## config.mk

```make
export PLATFORM = sky130hd
export DESIGN_NAME = imem_loader_flat
export DESIGN_NICKNAME = d
export VERILOG_FILES = /design/src/rtl/imem_loader_if.sv /design/src/rtl/imem_loader.sv /design/src/flat_wrapper.sv
export SDC_FILE = /design/constraint.sdc
export NUM_CORES = 1
export LEC_CHECK = 0
export ABC_AREA = 1
export ABC_CLOCK_PERIOD_IN_PS = 2800
export CELL_PAD_IN_SITES_DETAIL_PLACEMENT = 1
export CELL_PAD_IN_SITES_GLOBAL_PLACEMENT = 1
export CORE_ASPECT_RATIO = 0.8
export CORE_MARGIN = 2
export CORE_UTILIZATION = 42
export CTS_BUF_LIST = sky130_fd_sc_hd__clkbuf_8 sky130_fd_sc_hd__clkbuf_16
export DETAILED_ROUTE_END_ITERATION = 8
export PLACE_DENSITY = 0.9
export REMOVE_ABC_BUFFERS = 1
export SLEW_MARGIN = 30
export SYNTH_ARGS = -nofsm -noshare
export SYNTH_HDL_FRONTEND = slang
export SYNTH_SLANG_ARGS = --single-unit
```

## constraint.sdc

```tcl
create_clock -name clk -period 2.8 [get_ports clk]
set_input_delay 0.56 -clock clk [delete_from_list [all_inputs] [get_ports clk]]
set_output_delay 0.56 -clock clk [all_outputs]
set_load 0.005 [all_outputs]
```

## src/rtl/imem_loader_if.sv

```systemverilog
// Loader bus: inbound byte stream (valid/ready) plus instruction-RAM write port.
// slave is the loader side; master is the stream source / RAM observer side.
interface imem_loader_if #(
    parameter int unsigned ADDR_W = 8,
    parameter int unsigned INST_W = 9
);
    logic [7:0]        in_data;
    logic              in_valid;
    logic              in_ready;
    logic              imem_we;
    logic [ADDR_W-1:0] imem_addr;
    logic [INST_W-1:0] imem_wdata;

    modport master (
        output in_data,
        output in_valid,
        input  in_ready,
        input  imem_we,
        input  imem_addr,
        input  imem_wdata
    );

    modport slave (
        input  in_data,
        input  in_valid,
        output in_ready,
        output imem_we,
        output imem_addr,
        output imem_wdata
    );
endinterface

```

## src/rtl/imem_loader.sv

```systemverilog
// Program-load front end: parses HEADER, LEN, {LO, HI} x LEN from a byte stream,
// writes each assembled word into the instruction RAM and holds the core in
// reset until a complete frame has landed.
// Optional trailing checksum byte: define IMEM_LOADER_CHECKSUM_EN.
module imem_loader #(
    parameter int unsigned       ADDR_W    = 8,
    parameter int unsigned       INST_W    = 9,
    parameter logic [7:0]        HEADER    = 8'hA5,
    parameter logic [ADDR_W-1:0] BASE_ADDR = '0
) (
    input  logic           clk,
    input  logic           rst,
    imem_loader_if.slave   bus,
    output logic           cpu_rst_hold,
    output logic           load_done,
    output logic           load_err
);
    // Number of HI-byte bits that land in the instruction word.
    localparam int unsigned HiW = INST_W - 8;

    typedef enum logic [2:0] {
        StIdle,
        StLen,
        StLo,
        StHi,
        StCsum,
        StDone,
        StErr
    } state_t;

    state_t     state;
    logic [7:0] len;
    logic [7:0] cnt;
    logic [7:0] lo;
`ifdef IMEM_LOADER_CHECKSUM_EN
    logic [7:0] csum;
`endif

    logic fire;
    logic hi_bad;
    logic last_word;

    // Handshake, illegal HI bits, and final-word detection.
    always_comb begin
        fire      = bus.in_valid & bus.in_ready;
        hi_bad    = (bus.in_data >> HiW) != 8'd0;
        last_word = (cnt + 8'd1) == len;
    end

    // Frame-parsing FSM with all outputs registered.
    always_ff @(posedge clk) begin
        if (rst) begin
            state          <= StIdle;
            len            <= 8'd0;
            cnt            <= 8'd0;
            lo             <= 8'd0;
`ifdef IMEM_LOADER_CHECKSUM_EN
            csum           <= 8'd0;
`endif
            bus.in_ready   <= 1'b1;
            bus.imem_we    <= 1'b0;
            bus.imem_addr  <= BASE_ADDR;
            bus.imem_wdata <= '0;
            cpu_rst_hold   <= 1'b1;
            load_done      <= 1'b0;
            load_err       <= 1'b0;
        end else begin
            bus.imem_we <= 1'b0;
            unique case (state)
                StIdle: begin
                    if (fire && bus.in_data == HEADER) begin
                        state <= StLen;
                    end
                end
                StLen: begin
                    if (fire) begin
                        if (bus.in_data == 8'd0) begin
                            state    <= StErr;
                            load_err <= 1'b1;
                        end else begin
                            len   <= bus.in_data;
                            cnt   <= 8'd0;
                            state <= StLo;
`ifdef IMEM_LOADER_CHECKSUM_EN
                            csum  <= bus.in_data;
`endif
                        end
                    end
                end
                StLo: begin
                    if (fire) begin
                        lo    <= bus.in_data;
                        state <= StHi;
`ifdef IMEM_LOADER_CHECKSUM_EN
                        csum  <= csum + bus.in_data;
`endif
                    end
                end
                StHi: begin
                    if (fire) begin
                        if (hi_bad) begin
                            state    <= StErr;
                            load_err <= 1'b1;
                        end else begin
                            bus.imem_we    <= 1'b1;
                            bus.imem_addr  <= BASE_ADDR + ADDR_W'(cnt);
                            bus.imem_wdata <= {bus.in_data[HiW-1:0], lo};
                            cnt            <= cnt + 8'd1;
`ifdef IMEM_LOADER_CHECKSUM_EN
                            csum           <= csum + bus.in_data;
                            state          <= last_word ? StCsum : StLo;
`else
                            state          <= last_word ? StDone : StLo;
`endif
                        end
                    end
                end
                StCsum: begin
`ifdef IMEM_LOADER_CHECKSUM_EN
                    if (fire) begin
                        if (bus.in_data == csum) begin
                            state <= StDone;
                        end else begin
                            state    <= StErr;
                            load_err <= 1'b1;
                        end
                    end
`else
                    state <= StIdle;
`endif
                end
                StDone: begin
                    // Terminal until rst: stop accepting and release the core.
                    bus.in_ready <= 1'b0;
                    load_done    <= 1'b1;
                    cpu_rst_hold <= 1'b0;
                end
                StErr: begin
                    cpu_rst_hold <= 1'b1;
                    bus.in_ready <= 1'b1;
                    if (fire && bus.in_data == HEADER) begin
                        load_err <= 1'b0;
                        state    <= StLen;
                    end
                end
                default: state <= StIdle;
            endcase
        end
    end
endmodule

```

## src/flat_wrapper.sv

```systemverilog
// flat-port wrapper written by rule: the top's interface ports become plain ports
module imem_loader_flat 
#(
    parameter int unsigned       ADDR_W    = 8,
    parameter int unsigned       INST_W    = 9,
    parameter logic [7:0]        HEADER    = 8'hA5,
    parameter logic [ADDR_W-1:0] BASE_ADDR = '0
)
  (clk, rst, cpu_rst_hold, load_done, load_err, bus_in_data, bus_in_valid, bus_in_ready, bus_imem_we, bus_imem_addr, bus_imem_wdata);
  imem_loader_if #(.ADDR_W(ADDR_W), .INST_W(INST_W)) bus_i ();
  input  logic clk;
  input  logic rst;
  output logic cpu_rst_hold;
  output logic load_done;
  output logic load_err;
  input wire logic [$bits(bus_i.in_data)-1:0] bus_in_data;
  input wire logic [$bits(bus_i.in_valid)-1:0] bus_in_valid;
  output wire logic [$bits(bus_i.in_ready)-1:0] bus_in_ready;
  output wire logic [$bits(bus_i.imem_we)-1:0] bus_imem_we;
  output wire logic [$bits(bus_i.imem_addr)-1:0] bus_imem_addr;
  output wire logic [$bits(bus_i.imem_wdata)-1:0] bus_imem_wdata;
  assign bus_i.in_data = bus_in_data;
  assign bus_i.in_valid = bus_in_valid;
  assign bus_in_ready = bus_i.in_ready;
  assign bus_imem_we = bus_i.imem_we;
  assign bus_imem_addr = bus_i.imem_addr;
  assign bus_imem_wdata = bus_i.imem_wdata;
  imem_loader #(.ADDR_W(ADDR_W), .INST_W(INST_W), .HEADER(HEADER), .BASE_ADDR(BASE_ADDR)) u_core (.clk(clk), .rst(rst), .bus(bus_i), .cpu_rst_hold(cpu_rst_hold), .load_done(load_done), .load_err(load_err));
endmodule
```

==> Yosys cells after proc, flatten, opt, wreduce, memory -nomap -nowiden <==
Cells that the tools add are included.
{ "word_totals": {"ff_bits": 48, "latchBits": 0, "mem_bits_rw": 0, "romBits": 0, "inputBits": 11, "output_inout_bits": 22, "wordCells": 69, "n_memories": 0} }
{ "classes": {"addsub": 1, "multipliers": 0, "n_div": 0, "order_cmp": 0, "eq_ne": 16, "shift": 0, "n_mux": 21, "bitwise_logic": 6, "reduce_logical": 15} }
{ "op_table": {"columns": ["operator", "count"], "rows": [
  ["$mux 8", 4],
  ["$mux 3", 7],
  ["$pmux 8 s2", 1],
  ["$pmux 3 s5", 1],
  ["$ne 2x1->1 const B", 7],
  ["$reduce_and 5->1", 2],
  ["$add 8x1->8 const B", 1],
  ["$eq 8x8->1", 1],
  ["$eq 8x8->1 const B", 1],
  ["$logic_not 8->1", 1],
  ["$reduce_bool 8->1", 1],
  ["$eq 3x2->1 const B", 2],
  ["$eq 3x3->1 const B", 2],
  ["$mux 1", 6],
  ["$reduce_and 3->1", 2],
  ["$reduce_and 6->1", 1],
  ["$not 1->1", 5],
  ["$ne 2x2->1 const B", 2],
  ["$reduce_bool 2->1", 2],
  ["$eq 3x1->1 const B", 1],
  ["$logic_not 3->1", 1],
  ["$pmux 1 s3", 1],
  ["$reduce_bool 3->1", 1],
  ["$reduce_or 3->1", 1],
  ["other kinds (5)", 5]
]} }

==> Depth between registers and ports, before layout <==
Gate-level depths: netlist (run 1).
{ "depth": {"depth_word": 6, "mapped_depth": 13, "mapped_depth_nobuf": 13} }

==> Least setup slack after synthesis (run 1) <==
OpenSTA, ideal clock, no wires.
{ "synth_path": {"kind": "input port to flip-flop", "from": "input port bus_in_data[4]", "to": "register u_core.bus.imem_wdata[6]", "arrival_ps": 1653, "path_slack_ps": 1029, "cell_stages": 7, "path_cell_list": "nor2_2 -> nand2_2 -> nor4_4 -> nand3_2 -> buf_6 -> o21ai_1 -> a21oi_2"} }
{ "synth_between": {"elab_chain_cells": 3} }
{ "synth_rtl": {"columns": ["element", "line_no", "rtl"], "rows": [
  ["start, declared", "flat_wrapper.sv:16", "input wire logic [$bits(bus_i.in_data)-1:0] bus_in_data;"],
  ["$reduce_bool 8->1", "imem_loader.sv:46", "hi_bad = (bus.in_data >> HiW) != 8'd0;"],
  ["$not 1->1 (no line)", null, null],
  ["$reduce_and 3->1 (no line)", null, null],
  ["end signal, assigned", "imem_loader.sv:107", "bus.imem_wdata <= {bus.in_data[HiW-1:0], lo};"],
  ["end, declared", "imem_loader_if.sv:29", "output imem_wdata"]
]} }
Every way passes these cells.
A chain may end at the register's enable or synchronous reset.

==> Worst setup path in the final report (run 1) <==
{ "layout_path": {"from": "input port bus_in_data[4]", "to": "register u_core.cnt[1]"} }
{ "layout_between": {"elab_chain_cells": 3, "elab_cells_between_ends": 5} }
{ "layout_rtl": {"columns": ["element", "line_no", "rtl"], "rows": [
  ["$reduce_bool 8->1 / $logic_not 8->1 (equally long branches)", "imem_loader.sv:46, imem_loader.sv:77", null],
  ["$ne 2x2->1 (no line)", null, null],
  ["$reduce_and 5->1 (no line) (*)", null, null],
  ["end signal, assigned", "imem_loader.sv:108", "cnt <= cnt + 8'd1;"],
  ["end, declared", "imem_loader.sv:33", "logic [7:0] cnt;"]
]} }
Every way passes the cells marked *; elsewhere a longest branch is shown, timed or not.

==> metrics.txt, run 1 <==
post-place instance area 2710 um2; slew margin rel. 65.0%; post-CTS sizing 0; Syn Inst Count 322; clock transition at the registers of the reported paths 0.10 ns; drt total wl 5.95 mm; max-cap viol count 0; RSZ-0062 raised after global routing false; Detailed Place HPWL 4.45 mm; Worst Hold Class reg -> reg; CTS tree yes; most common cell after layout, fill and taps aside nand2_1; Clock Path Buffers 2; slowest CP cell clkdlybuf4s50_1; post-synthesis register bit count 48; final worst-path cycle share 76.5%; Pre-antenna DRT Iters 4; Final Wtd Congestion 0.846; Syn Std Cell Area 2350 um2; Reg-to-Reg End u_core.state[1]; Static Leak 1.03 nW; routed vias 2188; Vias per Instance 5.06; CP peak stage delay 0.45 ns; first-pass GRT wire length 10.1 mm; final core utilization 52.0%; Worst Path Max Fanout 8; Setup Buffers After CTS 0; CTS H-tree depth 2; DRC Markers 0; Synth cell types 29; outcome completed; r2r setup slk 0.89 ns; pin count of the biggest net entering global routing 35; leading area contributor after synthesis dfxtp_1; antenna violations before repair 0; PortBufs 32; Hold Startpoint u_core.bus.imem_addr[2]; Site Rows 24; CTS Buf Count 5; Setup TNS 0 ns; die footprint 6220 um2; nets 365; vias in the first global route 2273; Warnings, synthesis 0; CP endpoint kind flip-flop; CTS Hold Bufs 0; 1st-iter DRT viols 103; Final min period 2.14 ns; endpoints failing hold 0; Worst EP required 3.03 ns; area added between synthesis and finish 20.2%; die width 87.7 um; Design Area, Final 2830 um2; f_max 467 MHz; share of the synthesized area in the top cell type 40.9%; R2R depth 10; final setup fails 0; Hold Path Depth 2; Final Max Tran Viols 0; Max VDD drop 0.295 mV; CTS Sinks 48; clock skew 0.00652 ns; worst setup path endpoint u_core.cnt[1]; commonest non-fill, non-tap cells in the layout nand2_1, dfxtp_1, inv_1, clkdlybuf4s50_1, nand3_1; fraction of layout instances using a drive strength above 1 13.3%; remaining antenna violation count 0; crit path kind in -> reg; Worst-Margin Slew 0.521 ns; sequential area share after synthesis 40.9%; Diodes inserted 0; reg2reg start u_core.cnt[1]; power density cells 563 nW/um2; IO Count 33; Starting Density 43.3%; GRT overflow 0; Critical Path Start bus_in_data[4]; critical-path cell list clkdlybuf4s50_1 > nor2_2 > nand2_2 > nor4_4 > nand3_2 > o21ai_1 > inv_2 > nand3b_4 > nand2_1 > a21oi_1; Avg WL per Cell 13.8 um; largest cells by area after synthesis dfxtp_1, nand2_1, nand3_1; Total Routing Usage GR 20.4%; startpoint types input pin; Arrival @ worst endpoint 2.38 ns; syn_area_per_cell 7.30 um2; core area 5440 um2; Clk Latency, worst-skew pair 0.30 ns; Root Driver clkbuf_8; Die Y 70.9 um
flip-flops by register name, summed over array words and instances (netlist names):
name                   flops
u_core.cpu_rst_hold        1
u_core.lo                  8
u_core.bus.imem_we         1
u_core.len                 8
u_core.load_done           1
u_core.state               3
u_core.bus.imem_addr       8
u_core.cnt                 8
u_core.bus.imem_wdata      9
u_core.load_err            1
kinds of logic after synthesis:
family | Yosys count | share of synthesized area, %
buffers and inverters | 58 | 11.3
AND/OR/NAND/NOR | 133 | 27.1
AO/OA/AOI/OAI | 80 | 19.5
XOR/XNOR | 2 | 0.745
adder cells (fa/ha/maj) | 1 | 0.532
flip-flops | 48 | 40.9
synthesized netlist by cell type (all sizes together):
| library cell | instances |
|---|---|
| a21oi | 40 |
| xnor2 | 1 |
| ha | 1 |
| inv | 45 |
| nand3b | 1 |
| dfxtp | 48 |
| o21ai | 38 |
| nand2 | 58 |
| nand3 | 33 |
| xor2 | 1 |
| clkbuf | 5 |
| a21boi | 1 |
| o21bai | 1 |
| nor2 | 35 |
| buf | 8 |
| nor4 | 2 |
| nand4 | 4 |
where the power goes:
part | switching, mW | leakage [nW] | internal (mW)
clock network | 0.257 | 0.0548 | 0.269
registers | 0.0397 | 0.388 | 0.741
logic | 0.176 | 0.591 | 0.109
total | 0.473 | 1.03 | 1.12
per-layer routing:
| layer | wire [um] | track usage, % |
|---|---|---|
| met4 | 112 | 6.67 |
| met3 | 133 | 4.08 |
| met2 | 2900 | 35.6 |
| met5 | 0 | 0 |
| met1 | 2810 | 25.2 |
final cells by class:
cell class                      instances  area (um2)
Clock buffer                            5        68.8
Clock inverter                          3        46.3
Fill cell                             694        2610
Inverter                               45         169
Multi-Input combinational cell        216        1120
Sequential cell                        48         961
Tap cell                               78        97.6
Timing Repair Buffer                   37         358
critical path, delay by kind of cell:
family                 cells  cell delay [ns]
AND/OR/NAND/NOR            6             1.02
buffers and inverters      2             0.52
AO/OA/AOI/OAI              2             0.29
how the worst min path moves through the flow:
stage	end	slack [ns]
CTS	u_core.bus.imem_addr[2]	0.45
finish	u_core.bus.imem_addr[2]	0.45
floorplan	u_core.load_done	0.44
detailed placement	u_core.bus.imem_addr[2]	0.44
global placement	u_core.bus.imem_addr[1]	0.43
global route	u_core.bus.imem_addr[2]	0.47
per-stage QoR:
stage	instances	worst slack (ns)	total power [mW]	hold slack, ns
floorplan	309	0.621	0.980	0.441
global placement	424	0.473	1.06	0.430
detailed placement	424	0.340	1.08	0.438
CTS	432	0.675	1.61	0.453
global route	432	0.520	1.68	0.468
finish	432	0.659	1.59	0.448
Power figures use the tool's default switching activity.
==> inputs of run 2 (changes only) <==
--- a/config.mk
+++ b/config.mk
@@ -6,15 +6,15 @@
 export NUM_CORES = 1
 export LEC_CHECK = 0
 export ABC_AREA = 1
-export ABC_CLOCK_PERIOD_IN_PS = 2800
+export ABC_CLOCK_PERIOD_IN_PS = 2000
 export CELL_PAD_IN_SITES_DETAIL_PLACEMENT = 1
 export CELL_PAD_IN_SITES_GLOBAL_PLACEMENT = 1
 export CORE_ASPECT_RATIO = 0.8
 export CORE_MARGIN = 2
-export CORE_UTILIZATION = 42
+export CORE_UTILIZATION = 39
 export CTS_BUF_LIST = sky130_fd_sc_hd__clkbuf_8 sky130_fd_sc_hd__clkbuf_16
 export DETAILED_ROUTE_END_ITERATION = 8
-export PLACE_DENSITY = 0.9
+export PLACE_DENSITY = 0.85
 export REMOVE_ABC_BUFFERS = 1
 export SLEW_MARGIN = 30
 export SYNTH_ARGS = -nofsm -noshare
==> constraint.sdc (replaced) <==
create_clock -name clk -period 2 [get_ports clk]
set_input_delay 0.4 -clock clk [delete_from_list [all_inputs] [get_ports clk]]
set_output_delay 0.4 -clock clk [all_outputs]
set_load 0.005 [all_outputs]
==> metrics.txt, run 2 (synthesis results as in run 1) <==
outcome completed (unchanged); final worst-path cycle share 97.0%; CTS tree yes (unchanged); Total Routing Usage GR 20.7% (was 20.4%); startpoint types input pin (unchanged); Net Sw Frac 29.6% (was 29.7%); antenna violations before repair 0 (unchanged); fraction of layout instances using a drive strength above 1 19.0% (was 13.3%); endpoints failing hold 0 (unchanged); power density cells 771 nW/um2 (was 563 nW/um2); Arrival @ worst endpoint 2.18 ns (was 2.38 ns); Worst EP required 2.24 ns (was 3.03 ns); first-pass GRT wire length 11.2 mm (was 10.1 mm); Comb pwr share 19.6% (was 17.9%); most common cell after layout, fill and taps aside nand2_1 (unchanged); Final Wtd Congestion 0.794 (was 0.846); Max VDD drop 0.352 mV (was 0.295 mV); Root Driver clkbuf_8 (unchanged); Final min period 1.94 ns; 1st-iter DRT viols 53 (was 103); PnR worst setup slack 0.0607 ns (was 0.659 ns); P_int 1.63 mW (was 1.12 mW); routed vias 2281 (was 2188); nets 380 (was 365); max-cap viol count 0 (unchanged); remaining antenna violation count 0 (unchanged); final setup fails 0 (unchanged); Psw 0.684 mW (was 0.473 mW); crit path kind in -> reg (unchanged); RSZ-0062 raised after global routing true (was false); clock skew 0.00587 ns (was 0.00652 ns); multi-input logic area 1160 um2 (was 1120 um2); Fill cells 774 (was 694); PortBufs 32 (unchanged); Worst Path Max Fanout 8 (unchanged); Design Area, Final 3000 um2 (was 2830 um2); CTS Buf Count 5 (unchanged); CTS H-tree depth 2 (unchanged); Reg with most FFs u_core.bus.imem_wdata (unchanged); post-place instance area 2820 um2 (was 2710 um2); Die Y 73.4 um (was 70.9 um); commonest non-fill, non-tap cells in the layout nand2_1, dfxtp_1, inv_1, clkdlybuf4s50_1, nand3_1 (unchanged); Clock power frac 33.1% (about the same); Flop pwr share 47.3% (was 49.0%); Worst-Margin Slew 0.365 ns (was 0.521 ns); Static Leak 1.13 nW (was 1.03 nW); f_max 516 MHz; core area 5880 um2 (was 5440 um2); die width 90.8 um (was 87.7 um); Place WS -0.199 ns (was 0.340 ns); GRT overflow 0 (unchanged); area added between synthesis and finish 27.4% (was 20.2%); DRC Markers 0 (unchanged); die footprint 6670 um2 (was 6220 um2); Worst Hold Class reg -> reg (unchanged); clock transition at the registers of the reported paths 0.09 ns (was 0.10 ns); max FFs per register 9 (unchanged); FF/Latch Area 961 um2 (unchanged); CTS Sinks 48 (unchanged); Final Max Tran Viols 0 (unchanged); CP endpoint kind flip-flop (unchanged); Starting Density 40.0% (was 43.3%); Diodes inserted 0 (unchanged); drt total wl 6.64 mm (was 5.95 mm); slew margin rel. 75.7% (was 65.0%); Clock Path Buffers 2 (unchanged); pin count of the biggest net entering global routing 35 (unchanged); Site Rows 25 (was 24); Pre-antenna DRT Iters 4 (unchanged); Vias per Instance 5.07 (was 5.06); vias in the first global route 2430 (was 2273); IO Count 33 (unchanged); Detailed Place HPWL 4.68 mm (was 4.45 mm); CTS Hold Bufs 0 (unchanged); Avg WL per Cell 14.8 um (was 13.8 um); Clk Latency, worst-skew pair 0.31 ns (was 0.30 ns)
run 2: cell types whose count changed in the layout (fill, tap and decap cells not counted), sizes merged:
cell	before	now
buf	5	20
clkbuf	5	6
clkinv	0	1
clkinvlp	1	0
inv	46	45
run 2: what timing repair did:
item	CTS	global route
setup endpoints to repair	0	13
gates resized for setup	0	12
setup buffers	0	2
run 2: through the flow:
| step | setup TNS [ns] | util [%] | power [mW] | cells | hold slack (ns) |
|---|---|---|---|---|---|
| 6_report | 0 | 50.9 | 2.31 | 450 | 0.450 |
| 5_1_grt | -0.113 | 50.9 | 2.43 | 450 | 0.475 |
| 4_1_cts | 0 | 50.1 | 2.31 | 448 | 0.454 |
| 3_5_place_dp | -3.17 | 48.0 | 1.54 | 440 | 0.440 |
| 3_3_place_gp | -1.86 | 48.0 | 1.52 | 440 | 0.433 |
| 2_1_floorplan | -0.117 | - | 1.37 | 309 | 0.441 |
run 2: worst max-delay path, stage by stage:
cell and delay [ns]:
clkdlybuf4s50_1 0.45, nor2_2 0.19, nand2_2 0.09, nor4_4 0.27, buf_6 0.18, nand3_2 0.08, o21ai_2 0.08, inv_2 0.07
nand3b_4 0.15, nand2_2 0.08, a21oi_2 0.13
run 2: power by group through the flow:
stage	Combinational, mW	Clock (mW)	Sequential, mW
final	0.453	0.764	1.09
after global routing	0.512	0.810	1.11
after CTS	0.440	0.778	1.09
after detailed placement	0.426	0	1.11
after global placement	0.408	0	1.11
after floorplan	0.274	0	1.10
run 2: final timing paths:
| kind | start | end | slack [ns] | cells past startpoint |
|---|---|---|---|---|
| worst min-delay path | u_core.bus.imem_addr[1] | u_core.bus.imem_addr[1] | 0.45 | 2 |
| worst min register to register | u_core.bus.imem_addr[1] | u_core.bus.imem_addr[1] | 0.45 | 2 |
| worst max register to register | u_core.cnt[2] | u_core.state[1] | 0.23 | 9 |
| worst max-delay path | bus_in_data[6] | u_core.cnt[4] | 0.06 | 11 |
run 2: per-layer routing:
metal,vias up,share of wire (%),global-route usage (%),wire (um)
li1,1135,-,-,-
met1,1104,46,24.7,3030
met2,38,50,39.1,3330
met3,4,3.7,4.21,246
met4,0,0.39,4.55,26
met5,-,0,0,0
run 2: final cells by class:
| type | count | area share, % |
|---|---|---|
| multi-input combinational | 216 | 38.6 |
| clock inverter | 2 | 1.29 |
| timing repair buffer | 52 | 16.2 |
| sequential | 48 | 32.1 |
| inverter | 45 | 5.64 |
| tap | 81 | 3.38 |
| clock buffer | 6 | 2.76 |
==> inputs of run 3 (changes only) <==
--- a/config.mk
+++ b/config.mk
@@ -5,13 +5,12 @@
 export SDC_FILE = /design/constraint.sdc
 export NUM_CORES = 1
 export LEC_CHECK = 0
-export ABC_AREA = 1
 export ABC_CLOCK_PERIOD_IN_PS = 2000
 export CELL_PAD_IN_SITES_DETAIL_PLACEMENT = 1
 export CELL_PAD_IN_SITES_GLOBAL_PLACEMENT = 1
 export CORE_ASPECT_RATIO = 0.8
-export CORE_MARGIN = 2
-export CORE_UTILIZATION = 39
+export CORE_MARGIN = 10
+export CORE_UTILIZATION = 40
 export CTS_BUF_LIST = sky130_fd_sc_hd__clkbuf_8 sky130_fd_sc_hd__clkbuf_16
 export DETAILED_ROUTE_END_ITERATION = 8
 export PLACE_DENSITY = 0.85
==> metrics.txt, run 3 <==
outcome completed (unchanged); met3 global-route usage 3.26% (was 4.21%); Worst-Margin Slew 0.383 ns (was 0.365 ns); Warnings, synthesis 0 (unchanged); Hold Startpoint bus_in_data[3] (was u_core.bus.imem_addr[1]); Total Routing Usage GR 15.5% (was 20.7%); endpoints failing hold 0 (unchanged); Non-Filler Instances 391 (was 450); CTS tree yes (unchanged); IO Count 33 (unchanged); Syn Inst Count 265 (was 322); Post-synth EDFFs 0 (unchanged); reg2reg start u_core.cpu_rst_hold (was u_core.cnt[2]); final core utilization 56.6% (was 50.9%); Clock Path Buffers 2 (unchanged); Diodes inserted 0 (unchanged); sequential area share after synthesis 43.8% (was 40.9%); Crit path buffers/inverters 2 (was 3); Avg WL per Cell 17.9 um (was 14.8 um); clock skew 0.0125 ns (was 0.00587 ns); Reg with most FFs u_core.bus.imem_wdata (unchanged); Site Rows 24 (was 25); startpoint types input pin (unchanged); Final Max Tran Viols 0 (unchanged); critical-path cell list buf_6 > or4_4 > buf_4 > or4_4 > and3_4 > a31oi_1 > a31oi_1 (was clkdlybuf4s50_1 > nor2_2 > nand2_2 > nor4_4 > buf_6 > nand3_2 > o21ai_2 > inv_2 > nand3b_4 > nand2_2 > a21oi_2); largest cells by area after synthesis dfxtp_1, nand2_1, mux2i_1 (was dfxtp_1, nand2_1, nand3_1); slowest CP cell or4_4 (was clkdlybuf4s50_1); Vias per Instance 5.48 (was 5.07); Starting Density 40.8% (was 40.0%); pin count of the biggest net entering global routing 23 (was 35); Die Y 86.3 um (was 73.4 um); die footprint 8870 um2 (was 6670 um2); post-synthesis register bit count 48 (unchanged); GR Util met2 26.1% (was 39.1%); syn_area_per_cell 8.28 um2 (was 7.30 um2); crit path kind in -> reg (unchanged); die width 103 um (was 90.8 um); share of the synthesized area in the top cell type 43.8% (was 40.9%); delay-heaviest family, CP simple AND/OR/NAND/NOR gates (unchanged); max FFs per register 9 (unchanged); top cells by count, synth dfxtp_1, nand2_1, a21oi_1, nor2_1, mux2i_1 (was nand2_1, dfxtp_1, inv_1); clock transition at the registers of the reported paths 0.10 ns (was 0.09 ns); CP peak stage delay 0.56 ns (was 0.45 ns); Setup TNS 0 ns (unchanged); Pre-antenna DRT Iters 4 (unchanged); most common cell after layout, fill and taps aside dfxtp_1 (was nand2_1); vias in the first global route 2217 (was 2430); Worst Path Max Fanout 3 (was 8); Worst EP required 2.19 ns (was 2.24 ns); Critical Path Start bus_in_data[3] (was bus_in_data[6]); Static Leak 1.10 nW (was 1.13 nW); CP endpoint kind flip-flop (unchanged); CTS Buf Count 5 (unchanged); fraction of layout instances using a drive strength above 1 24.2% (was 19.0%); nets 337 (was 380); CTS H-tree depth 2 (unchanged); final setup fails 0 (unchanged); GRT overflow 0 (unchanged); first-pass GRT wire length 11.1 mm (was 11.2 mm); routed vias 2144 (was 2281); routing usage on met1 19.4% (was 24.7%); remaining antenna violation count 0 (unchanged); Min Hold Slack 0.439 ns (was 0.450 ns); PortBufs 32 (unchanged); Final Wtd Congestion 0.832 (was 0.794); max-cap viol count 0 (unchanged); Worst Hold Class in -> reg (was reg -> reg); DRC Markers 0 (unchanged); area added between synthesis and finish 38.6% (was 27.4%); Arrival @ worst endpoint 2.18 ns (about the same); Max VDD drop 0.376 mV (was 0.352 mV); Final min period 1.99 ns (was 1.94 ns); top-count cell post-synth dfxtp_1 (was nand2_1); Synth cell types 43 (was 29); Top FF cell, synth dfxtp_1 (unchanged); antenna violations before repair 0 (unchanged); Root Driver clkbuf_8 (unchanged); Detailed Place HPWL 4.76 mm (was 4.68 mm); asr flop ratio synth 0% (unchanged); leading area contributor after synthesis dfxtp_1 (unchanged); drt total wl 6.99 mm (was 6.64 mm); Clk Latency, worst-skew pair 0.31 ns (about the same); commonest non-fill, non-tap cells in the layout dfxtp_1, nand2_1, buf_4, nor2_1, a21oi_1 (was nand2_1, dfxtp_1, inv_1, clkdlybuf4s50_1, nand3_1); Syn Std Cell Area 2190 um2 (was 2350 um2); final worst-path cycle share 99.7% (was 97.0%); busiest layer in global routing met2 (unchanged); 1st-iter DRT viols 120 (was 53); CTS Sinks 48 (unchanged); slew margin rel. 74.4% (was 75.7%); total chip power 1.77 mW (was 2.31 mW); core area 5380 um2 (was 5880 um2); placed cells 378 (was 440); r2r setup slk 0.10 ns (was 0.23 ns); f_max 502 MHz (was 516 MHz); power density cells 583 nW/um2 (was 771 nW/um2)
-- run 3: worst paths after layout --
check,to,cells past startpoint
max,u_core.state[1],7
min,u_core.len[3],4
max reg2reg,u_core.cnt[6],5
min reg2reg,u_core.bus.imem_addr[3],2
-- run 3: final cells by class --
type	count	area [um2]
multi-input cells	195	1230
repair buffers	72	634
inverters	3	11.3
well taps	65	81.3
clock buffers	5	68.8
clock inverters	3	47.5
flip-flops and latches	48	966
fillers	635	2330
-- run 3: power breakdown --
group | switching, mW | leakage [nW] | internal, mW
sequential | 0.000479 | 0.388 | 0.955
combinational | 0.0449 | 0.658 | 0.0410
clock | 0.354 | 0.0583 | 0.377
-- run 3: stage by stage --
step	worst slack (ns)	cell area, um2
global placement	-0.710	2790
floorplan	-0.376	2110
global route	-0.0351	3040
CTS	-0.0314	2970
finish	0.00690	3040
detailed placement	-0.763	2790
-- run 3: logic make-up after synthesis --
| logic type | count (synthesis) | synth area share [%] |
|---|---|---|
| and+or+nand+nor | 110 | 23.8 |
| AOI/OAI and AO/OA | 57 | 15.7 |
| DFF | 48 | 43.8 |
| buffers and inverters | 22 | 4.39 |
| muxes | 16 | 7.30 |
| xor gates and xnor gates | 10 | 3.99 |
| adders and majority gates | 2 | 1.03 |
-- run 3: timing repair --
action	CTS	global route
endpoints found under the setup margin	38	25
gates resized for setup	33	29
hold buffers	0	0
pin swaps	11	17
buffers inserted	5	1
-- run 3: routing by layer --
metal,vias up,part of all wire [%]
met2,58,50
met5,-,0
met3,14,5.3
met1,1031,43
met4,0,1.8
li1,1041,-
-- run 3: worst register-to-register path, cell delays in order (launching register included) --
cell and delay (ns):
dfxtp_1 0.46, nand4b_1 0.15, or4_4 0.57, buf_6 0.16, or3_4 0.36, a21oi_2 0.13
